[config.mk]
export PLATFORM = sky130hd
export DESIGN_NAME = if_prefetch_unit
export DESIGN_NICKNAME = d
export VERILOG_FILES = /design/src/rtl/if_prefetch_unit.sv
export SDC_FILE = /design/constraint.sdc
export NUM_CORES = 1
export LEC_CHECK = 0
export ABC_AREA = 1
export CAP_MARGIN = 20
export CELL_PAD_IN_SITES_DETAIL_PLACEMENT = 1
export CELL_PAD_IN_SITES_GLOBAL_PLACEMENT = 1
export CORE_UTILIZATION = 42
export DETAILED_ROUTE_END_ITERATION = 8
export PLACE_DENSITY = 0.87
export RECOVER_POWER = 50
export SYNTH_ARGS = -nofsm -noshare
export SYNTH_HDL_FRONTEND = slang
export SYNTH_SLANG_ARGS = --single-unit
[constraint.sdc]
create_clock -name clk -period 5.25 [get_ports clk]
set_input_delay 0.525 -clock clk [delete_from_list [all_inputs] [get_ports clk]]
set_output_delay 0.525 -clock clk [all_outputs]
set_load 0.03 [all_outputs]
[src/rtl/if_prefetch_unit.sv]
// Instruction prefetch stage: sequential fetch into a DEPTH-entry {pc, instr} queue feeding decode.
// Optional perf counters enabled with `define IF_PERF_CNT_EN.
module if_prefetch_unit #(
  parameter int                ADDR_W   = 32,
  parameter int                DATA_W   = 32,
  parameter int                DEPTH    = 4,
  parameter logic [ADDR_W-1:0] RESET_PC = '0,
  parameter int                PC_STEP  = 4
) (
  input  logic                     clk,
  input  logic                     reset,
  output logic                     imem_req,
  output logic [ADDR_W-1:0]        imem_addr,
  input  logic                     imem_rvalid,
  input  logic [DATA_W-1:0]        imem_rdata,
  input  logic                     redirect,
  input  logic [ADDR_W-1:0]        redirect_pc,
  output logic                     id_valid,
  input  logic                     id_ready,
  output logic [DATA_W-1:0]        id_instr,
  output logic [ADDR_W-1:0]        id_pc,
  output logic [ADDR_W-1:0]        pc_out,
  output logic [$clog2(DEPTH):0]   occupancy
`ifdef IF_PERF_CNT_EN
  ,
  output logic [31:0]              perf_fetch_cnt,
  output logic [31:0]              perf_bubble_cnt
`endif
);
  localparam int PW = $clog2(DEPTH);
  localparam int OW = PW + 1;

  logic [ADDR_W-1:0] pc_q, req_pc_q;
  logic              inflight_q, kill_q;
  logic [PW-1:0]     rd_ptr, wr_ptr;
  logic [OW-1:0]     occ_q, fill;
  logic [ADDR_W-1:0] pc_mem  [DEPTH];
  logic [DATA_W-1:0] ins_mem [DEPTH];
  logic              push, pop;

  // Space for the in-flight response is reserved at issue time, so push never overflows.
  assign fill      = occ_q + OW'(inflight_q);
  assign imem_req  = !reset && !redirect && (fill < OW'(DEPTH));
  assign imem_addr = pc_q;
  assign pc_out    = reset ? RESET_PC : pc_q;
  assign occupancy = occ_q;

  assign push     = imem_rvalid && inflight_q && !kill_q && !redirect && !reset;
  assign id_valid = !reset && !redirect && (occ_q != '0);
  assign pop      = id_valid && id_ready;
  assign id_instr = ins_mem[rd_ptr];
  assign id_pc    = pc_mem[rd_ptr];

  always_ff @(posedge clk) begin
    if (reset) begin
      pc_q       <= RESET_PC;
      req_pc_q   <= RESET_PC;
      inflight_q <= 1'b0;
      kill_q     <= 1'b0;
      rd_ptr     <= '0;
      wr_ptr     <= '0;
      occ_q      <= '0;
    end else begin
      inflight_q <= imem_req;
      kill_q     <= redirect && inflight_q;
      if (imem_req) begin
        req_pc_q <= pc_q;
        pc_q     <= pc_q + ADDR_W'(PC_STEP);
      end
      if (redirect) begin
        pc_q   <= redirect_pc;
        rd_ptr <= '0;
        wr_ptr <= '0;
        occ_q  <= '0;
      end else begin
        if (push) wr_ptr <= wr_ptr + 1'b1;
        if (pop)  rd_ptr <= rd_ptr + 1'b1;
        case ({push, pop})
          2'b10:   occ_q <= occ_q + 1'b1;
          2'b01:   occ_q <= occ_q - 1'b1;
          default: occ_q <= occ_q;
        endcase
      end
    end
  end

  // Queue storage needs no reset; occupancy alone qualifies the entries.
  always_ff @(posedge clk) begin
    if (push) begin
      pc_mem[wr_ptr]  <= req_pc_q;
      ins_mem[wr_ptr] <= imem_rdata;
    end
  end

`ifdef IF_PERF_CNT_EN
  always_ff @(posedge clk) begin
    if (reset) begin
      perf_fetch_cnt  <= '0;
      perf_bubble_cnt <= '0;
    end else begin
      if (imem_req)              perf_fetch_cnt  <= perf_fetch_cnt + 32'd1;
      if (id_ready && !id_valid) perf_bubble_cnt <= perf_bubble_cnt + 32'd1;
    end
  end
`endif

endmodule

# [Yosys cells after proc, flatten, opt, wreduce, memory -nomap -nowiden]
# Memory sizes are Yosys's and may differ from the RTL's. A register that Yosys moved wholly into a read port is not among the register bits.
# Cells that the tools add are included.
[classes] shift=0 bitwise=0 n_lt_le_gt_ge=1 n_eq_ne=2 n_mul=0 n_addsub=6 div=0 n_reduce_logical=16 muxes=10
[ops] cell="$mux 32" n=3
[ops] cell="$add 32x3->32 const B" n=1
[ops] cell="$logic_and 1x1->1" n=9
[ops] cell="$mux 2" n=4
[ops] cell="$pmux 3 s2" n=1
[ops] cell="$add 2x1->2 const B" n=2
[ops] cell="$reduce_bool 2->1" n=2
[ops] cell="$add 3x1->3" n=1
[ops] cell="$add 3x1->3 const B" n=1
[ops] cell="$logic_not 1->1" n=3
[ops] cell="$lt 3x3->1 const B" n=1
[ops] cell="$reduce_bool 3->1" n=1
[ops] cell="$sub 3x1->3 const B" n=1
[ops] cell="$eq 2x1->1 const B" n=1
[ops] cell="$eq 2x2->1 const B" n=1
[ops] cell="$mux 1" n=2
[ops] cell="$reduce_or 2->1" n=1
[totals] input_bits=69 latchBits=0 rom_bits=0 mem_bits_rw=256 word_cells=44 ff_bits=73 mem_count=2 out_inout_bits=133
[mem_list] memory="ins_mem" depth=4 width=32 rd=1 rd_ports_with_merged_regs=1 write_ports=1 line_no="38" rtl="logic [DATA_W-1:0] ins_mem [DEPTH];"
[mem_list] memory="pc_mem" depth=4 width=32 rd=1 rd_ports_with_merged_regs=1 write_ports=1 line_no="37" rtl="logic [ADDR_W-1:0] pc_mem [DEPTH];"

# [Logic depth before layout (Yosys ltp)]
# Gate-level depths: netlist of run 1.
[depth] depth_word=6 ltp_mapped=13 mapped_depth_nobuf=12

# [Worst setup path after synthesis of run 1]
# Ideal clock, no wire load.
[synth_timing] path_kind="input to register" from="input redirect" to="memory ins_mem[0][0], enable pin" t_required_ps=4764 n_path_buf=1 setup_time_ps=486 arrival_ps=3692 stages=6 setup_slack_ps=1071 cell_sequence="buf_2 > inv_2 > nand2_4 > nor2_1 > inv_1 > nor2_1"
[synth_via] elab_chain_len=5
[synth_lines] item="from (decl)" line_no="16" rtl="input logic redirect,"
[synth_lines] item="$logic_not 1->1" line_no="48" rtl="assign push = imem_rvalid && inflight_q && !kill_q && !redirect && !reset;"
[synth_lines] item="$logic_and 1x1->1 (2 in a row)" line_no="48"
[synth_lines] item="$mux 1" line_no="89" rtl="if (push) begin"
[synth_lines] item="$mux 1 (not written as such)" line_no="91" rtl="ins_mem[wr_ptr] <= imem_rdata;"
[synth_lines] item="to (decl)" line_no="38"
# No other way between the ends.

# [Worst setup path after layout of run 1]
[layout_timing] from="input redirect" to="output imem_req"
[layout_via] elab_chain_len=3
[layout_lines] item="$logic_not 1->1" line_no="43" rtl="assign imem_req = !reset && !redirect && (fill < OW'(DEPTH));"
[layout_lines] item="$logic_and 1x1->1 (2 in a row)" line_no="43"
[layout_lines] item="to (decl)" line_no="12" rtl="output logic imem_req,"
# No other way between the ends.

==> metrics.md, run 1 <==
| Metric | Value |
|---|---|
| Status | finished, violations left |
| Failing checks | max-capacitance violations, max-slew violations |
| Synth cell types | 33 |
| Min-Delay Path Class | in -> reg |
| Post-Syn Instances | 1,242 |
| Reg power frac | 50.5% |
| FMAX | 0.233 GHz |
| Power share of the combinational group | 5.6% |
| Hold depth | 4 |
| Top-area cell type share of the netlist area | 57.5% |
| Crit-path max FO | 33 |
| CTS tree | done |
| Drt via density | 5.43 |
| First-iteration detailed-routing DRC count | 533 |
| Fin Clk Skew | 21.6 ps |
| Final hold viol count | 0 |
| Core area | 31,000 sq um |
| Final min period | 4290 ps |
| Post-route setup TNS | 0 ps |
| DRT antenna net count | 0 |
| Synth Net Count | 1,318 |
| Most frequent cells in the layout | 256 x edfxtp_1, 214 x nor2_1, 179 x o21ai_0 |
| Final Setup Violations | 0 |
| CTS Buf Count | 36 |
| Post-Syn Area | 13,400 sq um |
| Worst-Margin Slew | 2820 ps |
| Seq/Total Area, Yosys | 68.7% |
| Psw | 1.24 mW |
| Worst Path Required | 4720 ps |
| Slew Viols, Final | 78 |
| Antenna Cells | 0 |
| Longest Clk Path Bufs | 3 |
| Buffers on Ports | 201 |
| Internal power | 4.51 mW |
| P per Cell Area | 341 nW/um^2 |
| IO Count | 202 |
| # H-tree levels | 2 |
| Synth Warn # | 0 |
| Synth area leader | edfxtp_1 |
| Area delta synth->final | 26.3% |
| Gpl congestion | 0.864 |
| Post-DR wirelength/cell | 20.3 um |
| Clock Sinks | 331 |
| First-pass GRT wire length | 58,500 um |
| Multi-input gate area | 3550 sq um |
| Commonest non-fill, non-tap cell in the layout | edfxtp_1 |
| Setup crit end kind | output pin |
| Worst-path clk slew | 60 ps |
| Met1 Track Usage GR | 29.5% |
| Post-CTS Resized | 0 |
| WL final | 37,600 um |
| Fill count | 3,297 |
| Vias in the first global route | 10,617 |
| Mean Syn Cell Area | 10.8 sq um |
| Detailed placement HPWL | 23,700 um |
| Switching share of power | 21.6% |
| Cells on worst reg2reg path | 7 |
| Post-CTS setup repair buffer count | 0 |
| Initial core utilization | 43.2% |
| Arr. time, crit path | 3770 ps |
| GRT overflow | 0 |
| Synth top area cells | edfxtp_1 57%, dfxtp_1 11%, o21ai_0 6.7%, nor2_1 6.0%, nand2_1 4.3% |
| Pin count of the biggest net entering global routing | 110 |
| # nets final | 1,502 |
| Most Crowded Layer GR | met2 |
| Via count | 10,032 |
| Site Rows | 64 |
| DRC | 0 |
| CTS root buf | clkbuf_16 |
| Initial antenna violation count | 0 |
| Lkg Pwr | 6.03 nW |
| Maxcap violations | 2 |
| Crit share post-route | 81.8% |
| Clk Latency, worst-skew pair | 520 ps |
| Sequential cell area | 9190 sq um |
| Worst VDD drop | 0.211 mV |
| Met2 Resource Use GR | 40.0% |
| Startpoint types | input port |
| Overall die area | 32,600 sq um |
| FF+latch count, synth | 331 |
| Die Y | 180 um |
| RSZ-0062 raised after global routing | no |
| Die width | 180 um |
| Gr usage total | 22.9% |
| Hold-fix buffers, CTS | 0 |
| Fraction of layout cells with a size suffix above 1 | 5.37% |
| Slew headroom | -88.0% |
| Clock network fraction of design power | 43.9% |
| DRT Pass-1 Iters | 5 |
| Total power | 5.76 mW |
| Met3 Usage GRT | 3.27% |
| Critical path type | in -> out |
layout make-up:
type / instances / share of cell area (%)
sequential: 331 / 54.4
tap: 396 / 2.93
timing repair buffer: 214 / 12.7
multi-input combinational: 759 / 21.0
inverter: 84 / 1.91
clock inverter: 20 / 1.33
clock buffer: 44 / 5.64
sequential cells by signal, indices dropped and copies added (netlist names), 2 cells and up, named ones only:
name       cells
imem_addr     32
occupancy      3
ins_mem      128
rd_ptr         2
wr_ptr         2
req_pc_q      32
pc_mem       128
per-stage QoR:
| step | utilization (%) | hold WS (ps) | worst slack [ps] | cell area, sq um | std cells |
|---|---|---|---|---|---|
| floorplan | - | 436 | 1070 | 13400 | 1242 |
| global placement | 50.8 | 456 | 1750 | 15700 | 1783 |
| detailed placement | 50.8 | 455 | 1720 | 15800 | 1784 |
| CTS | 54.6 | 416 | 1390 | 16900 | 1848 |
| global route | 54.5 | 441 | 752 | 16900 | 1848 |
| finish | 54.5 | 423 | 957 | 16900 | 1848 |
layer usage:
metal	part of all wire, %	routed length, um
met3	4.7	1750
met5	0	0
met1	44	16500
met2	49	18500
met4	2.2	810
cell families after synthesis:
group	count (synthesis)	share of synthesized area (%)
xor+xnor	6	0.393
simple gates	435	13.1
flops	331	68.7
compound gates	311	12.4
fa+ha+maj	7	0.711
buf+inv	152	4.72
power groups by stage:
stage	clock [mW]	sequential (mW)	combinational (mW)
final	2.53	2.91	0.321
after global routing	2.65	2.91	0.345
after CTS	2.56	2.91	0.335
after detailed placement	0	2.96	0.331
after global placement	0	2.96	0.321
after floorplan	0	2.97	0.141
worst max-delay path, cell delays in order:
cell and delay (ps):
dlygate4sd3_1 530, buf_4 250, inv_1 580, nand2_1 400, clkinvlp_2 290, nand3_4 330, inv_2 150, clkdlybuf4s50_1 690
final timing paths:
path                            startpoint        endpoint  slack [ps]
worst max-delay path              redirect        imem_req         960
worst min-delay path                 reset    imem_addr[7]         420
worst max register to register  inflight_q  ins_mem[3][30]        2170
worst min register to register   rd_ptr[1]            flop         480
synth_stat cells:
cell type	number
a22oi_1	3
nand2_2	1
a211oi_1	1
inv_2	3
nand3_1	58
buf_2	12
o22ai_1	64
buf_6	2
clkbuf_1	47
buf_1	1
and2_1	2
fa_1	1
inv_4	1
a21oi_2	1
inv_1	78
o21ai_1	1
a31oi_1	1
nand4_1	1
nor2_4	1
o21ai_0	179
nand2_4	1
clkinv_1	1
inv_6	1
buf_4	6
nor2_1	214
nand3_4	1
xor2_1	6
dfxtp_1	75
nand2_1	152
nor2_2	4
ha_1	6
a21oi_1	61
edfxtp_1	256
Note: power is estimated with default switching activity, not from simulation.
==> inputs of run 2 (changes only) <==
==> constraint.sdc (replaced) <==
create_clock -name clk -period 4.45 [get_ports clk]
set_input_delay 0.445 -clock clk [delete_from_list [all_inputs] [get_ports clk]]
set_output_delay 0.445 -clock clk [all_outputs]
set_load 0.03 [all_outputs]
==> run 2 against run 1 <==
The flow still finishes with violations (max-capacitance violations, max-slew violations). Combinational power up 19%. Clock skew down 12 ps. Non-clock buffer count increased by 3. Die area is the same. First-iteration DRC count is 7.9% higher. Sequential cell count did not move. Largest cell class unchanged. Highest routed layer unchanged.
==> metrics.md, run 2 (synthesis results as in run 1) <==
| Metric | Value |
|---|---|
| Min-Delay Path Class | in -> reg |
| WL final | 37,200 um (-1.0%) |
| Antenna Cells | 0 (unchanged) |
| Post-route setup TNS | 0 ps (unchanged) |
| CTS root buf | clkbuf_16 |
| Initial antenna violation count | 0 (unchanged) |
| Final hold viol count | 0 (unchanged) |
| RSZ-0062 raised after global routing | no |
| Hold-fix buffers, CTS | 0 (unchanged) |
| FF-to-FF setup slack | 1610 ps (-560 ps) |
| Critical path type | reg -> out |
| Reg2reg end | ins_mem[3][27] |
| Fin Clk Skew | 9.88 ps (-11.7 ps) |
| Clk Latency, worst-skew pair | 510 ps (about the same) |
| Crit path capture | id_instr[22] |
| Failing checks | max-capacitance violations, max-slew violations |
| Via count | 9,961 (-0.71%) |
| Worst VDD drop | 0.181 mV (-14%) |
| Arr. time, crit path | 3560 ps (-210 ps) |
| DRT antenna net count | 0 (unchanged) |
| First-pass GRT wire length | 58,400 um (-0.19%) |
| Post-CTS Resized | 0 (unchanged) |
| Status | finished, violations left |
| P per Cell Area | 402 nW/um^2 (+18%) |
| CTS tree | done |
| Lkg Pwr | 6.01 nW (-0.38%) |
| Post-CTS setup repair buffer count | 0 (unchanged) |
| # nets final | 1,504 (+0.13%) |
| Buffers on Ports | 201 (unchanged) |
| GRT overflow | 0 (unchanged) |
| Die Y | 180 um (unchanged) |
| Overall die area | 32,600 sq um (unchanged) |
| Site Rows | 64 (unchanged) |
| Slew headroom | -26.2% (+62 points) |
| DRT Pass-1 Iters | 4 (-1) |
| R2r startpoint | inflight_q |
| DP Cell Count | 1,787 (+0.17%) |
| Worst-path clk slew | 60 ps (about the same) |
| Most frequent cells in the layout | 256 x edfxtp_1, 212 x nor2_1, 179 x o21ai_0 |
| Fraction of layout cells with a size suffix above 1 | 6.19% (+0.82 points) |
| Largest regs | ins_mem: 128 flops, pc_mem: 128 flops |
| Clock Sinks | 331 (unchanged) |
| Longest Clk Path Bufs | 3 (unchanged) |
| IO Count | 202 (unchanged) |
| Drt via density | 5.38 (-0.82%) |
| Vias in the first global route | 10,540 (-0.73%) |
| Post-DR wirelength/cell | 20.1 um (-1.1%) |
| Commonest non-fill, non-tap cell in the layout | edfxtp_1 |
| DRC | 0 (unchanged) |
| Final min period | 4000 ps |
| Area after DPL | 15,800 sq um (+0.21%) |
| Die width | 180 um (unchanged) |
| Maxcap violations | 1 (-1) |
| Gr usage total | 22.9% (-0.034 points) |
| Startpoint types | flop |
| Crit share post-route | 89.9% |
| Initial core utilization | 43.2% (unchanged) |
| Slew Viols, Final | 65 (-17%) |
| Final std cells w/o fill | 1,850 (+0.11%) |
| Area delta synth->final | 26.7% |
| Gpl congestion | 0.925 (+7.0%) |
| Crit-path max FO | 58 (+76%) |
| Setup crit end kind | output pin |
| CTS Buf Count | 35 (-2.8%) |
| Detailed placement HPWL | 23,900 um (+0.72%) |
| Final non-filler cell area | 16,900 sq um (+0.32%) |
| Pin count of the biggest net entering global routing | 73 (-34%) |
| # H-tree levels | 2 (unchanged) |
| FMAX | 0.250 GHz |
| Core area | 31,000 sq um (unchanged) |
| Worst-Margin Slew | 1890 ps (-927 ps) |
| First-iteration detailed-routing DRC count | 575 (+7.9%) |
| Final Setup Violations | 0 (unchanged) |
| Worst Path Required | 4010 ps (-710 ps) |
| Cells on worst reg2reg path | 7 (unchanged) |
run 2: where the power goes:
group / leakage [nW] / total, mW / internal, mW / switching (mW)
Combinational: 2.47 / 0.381 / 0.146 / 0.235
Clock: 0.579 / 3.00 / 1.81 / 1.19
Sequential: 2.96 / 3.43 / 3.37 / 0.0599
run 2: through the flow:
step | worst slack, ps | util (%) | power, mW | hold WS [ps]
6_report | 449 | 54.7 | 6.81 | 335
5_1_grt | 202 | 54.7 | 7.01 | 355
4_1_cts | 411 | 54.8 | 6.88 | 328
3_5_place_dp | 957 | 50.9 | 3.89 | 462
3_3_place_gp | 1180 | 50.9 | 3.87 | 455
2_1_floorplan | 351 | - | 3.68 | 436
run 2: final cells by class:
class / instances / area, sq um
well taps: 396 / 495
inverters: 84 / 323
multi-input cells: 759 / 3560
fillers: 3286 / 14100
clock inverters: 21 / 225
flip-flops and latches: 331 / 9190
clock buffers: 42 / 976
repair buffers: 217 / 2160
run 2: worst max-delay path: stages (launching register included):
cell and delay (ps):
dfxtp_4 510, clkinv_2 280, buf_4 520, buf_4 540
o21ai_0 210, o22ai_1 220, clkdlybuf4s50_1 720
run 2: worst min path at each step:
stage,from,to,cells past startpoint,slack [ps]
final,reset,imem_addr[8],4,340
after global routing,reset,imem_addr[8],4,350
after CTS,reset,imem_addr[8],4,330
after detailed placement,rd_ptr[1],flop,2,460
after global placement,rd_ptr[1],flop,2,460
after floorplan,rd_ptr[1],flop,2,440
run 2: layer usage:
metal | vias to the layer above | GRT usage [%] | share of wire, %
li1 | 4705 | - | -
met2 | 310 | 39.5 | 49
met1 | 4880 | 29.2 | 43
met3 | 66 | 4.16 | 5.6
met4 | 0 | 7.01 | 2.6
met5 | - | 0 | 0
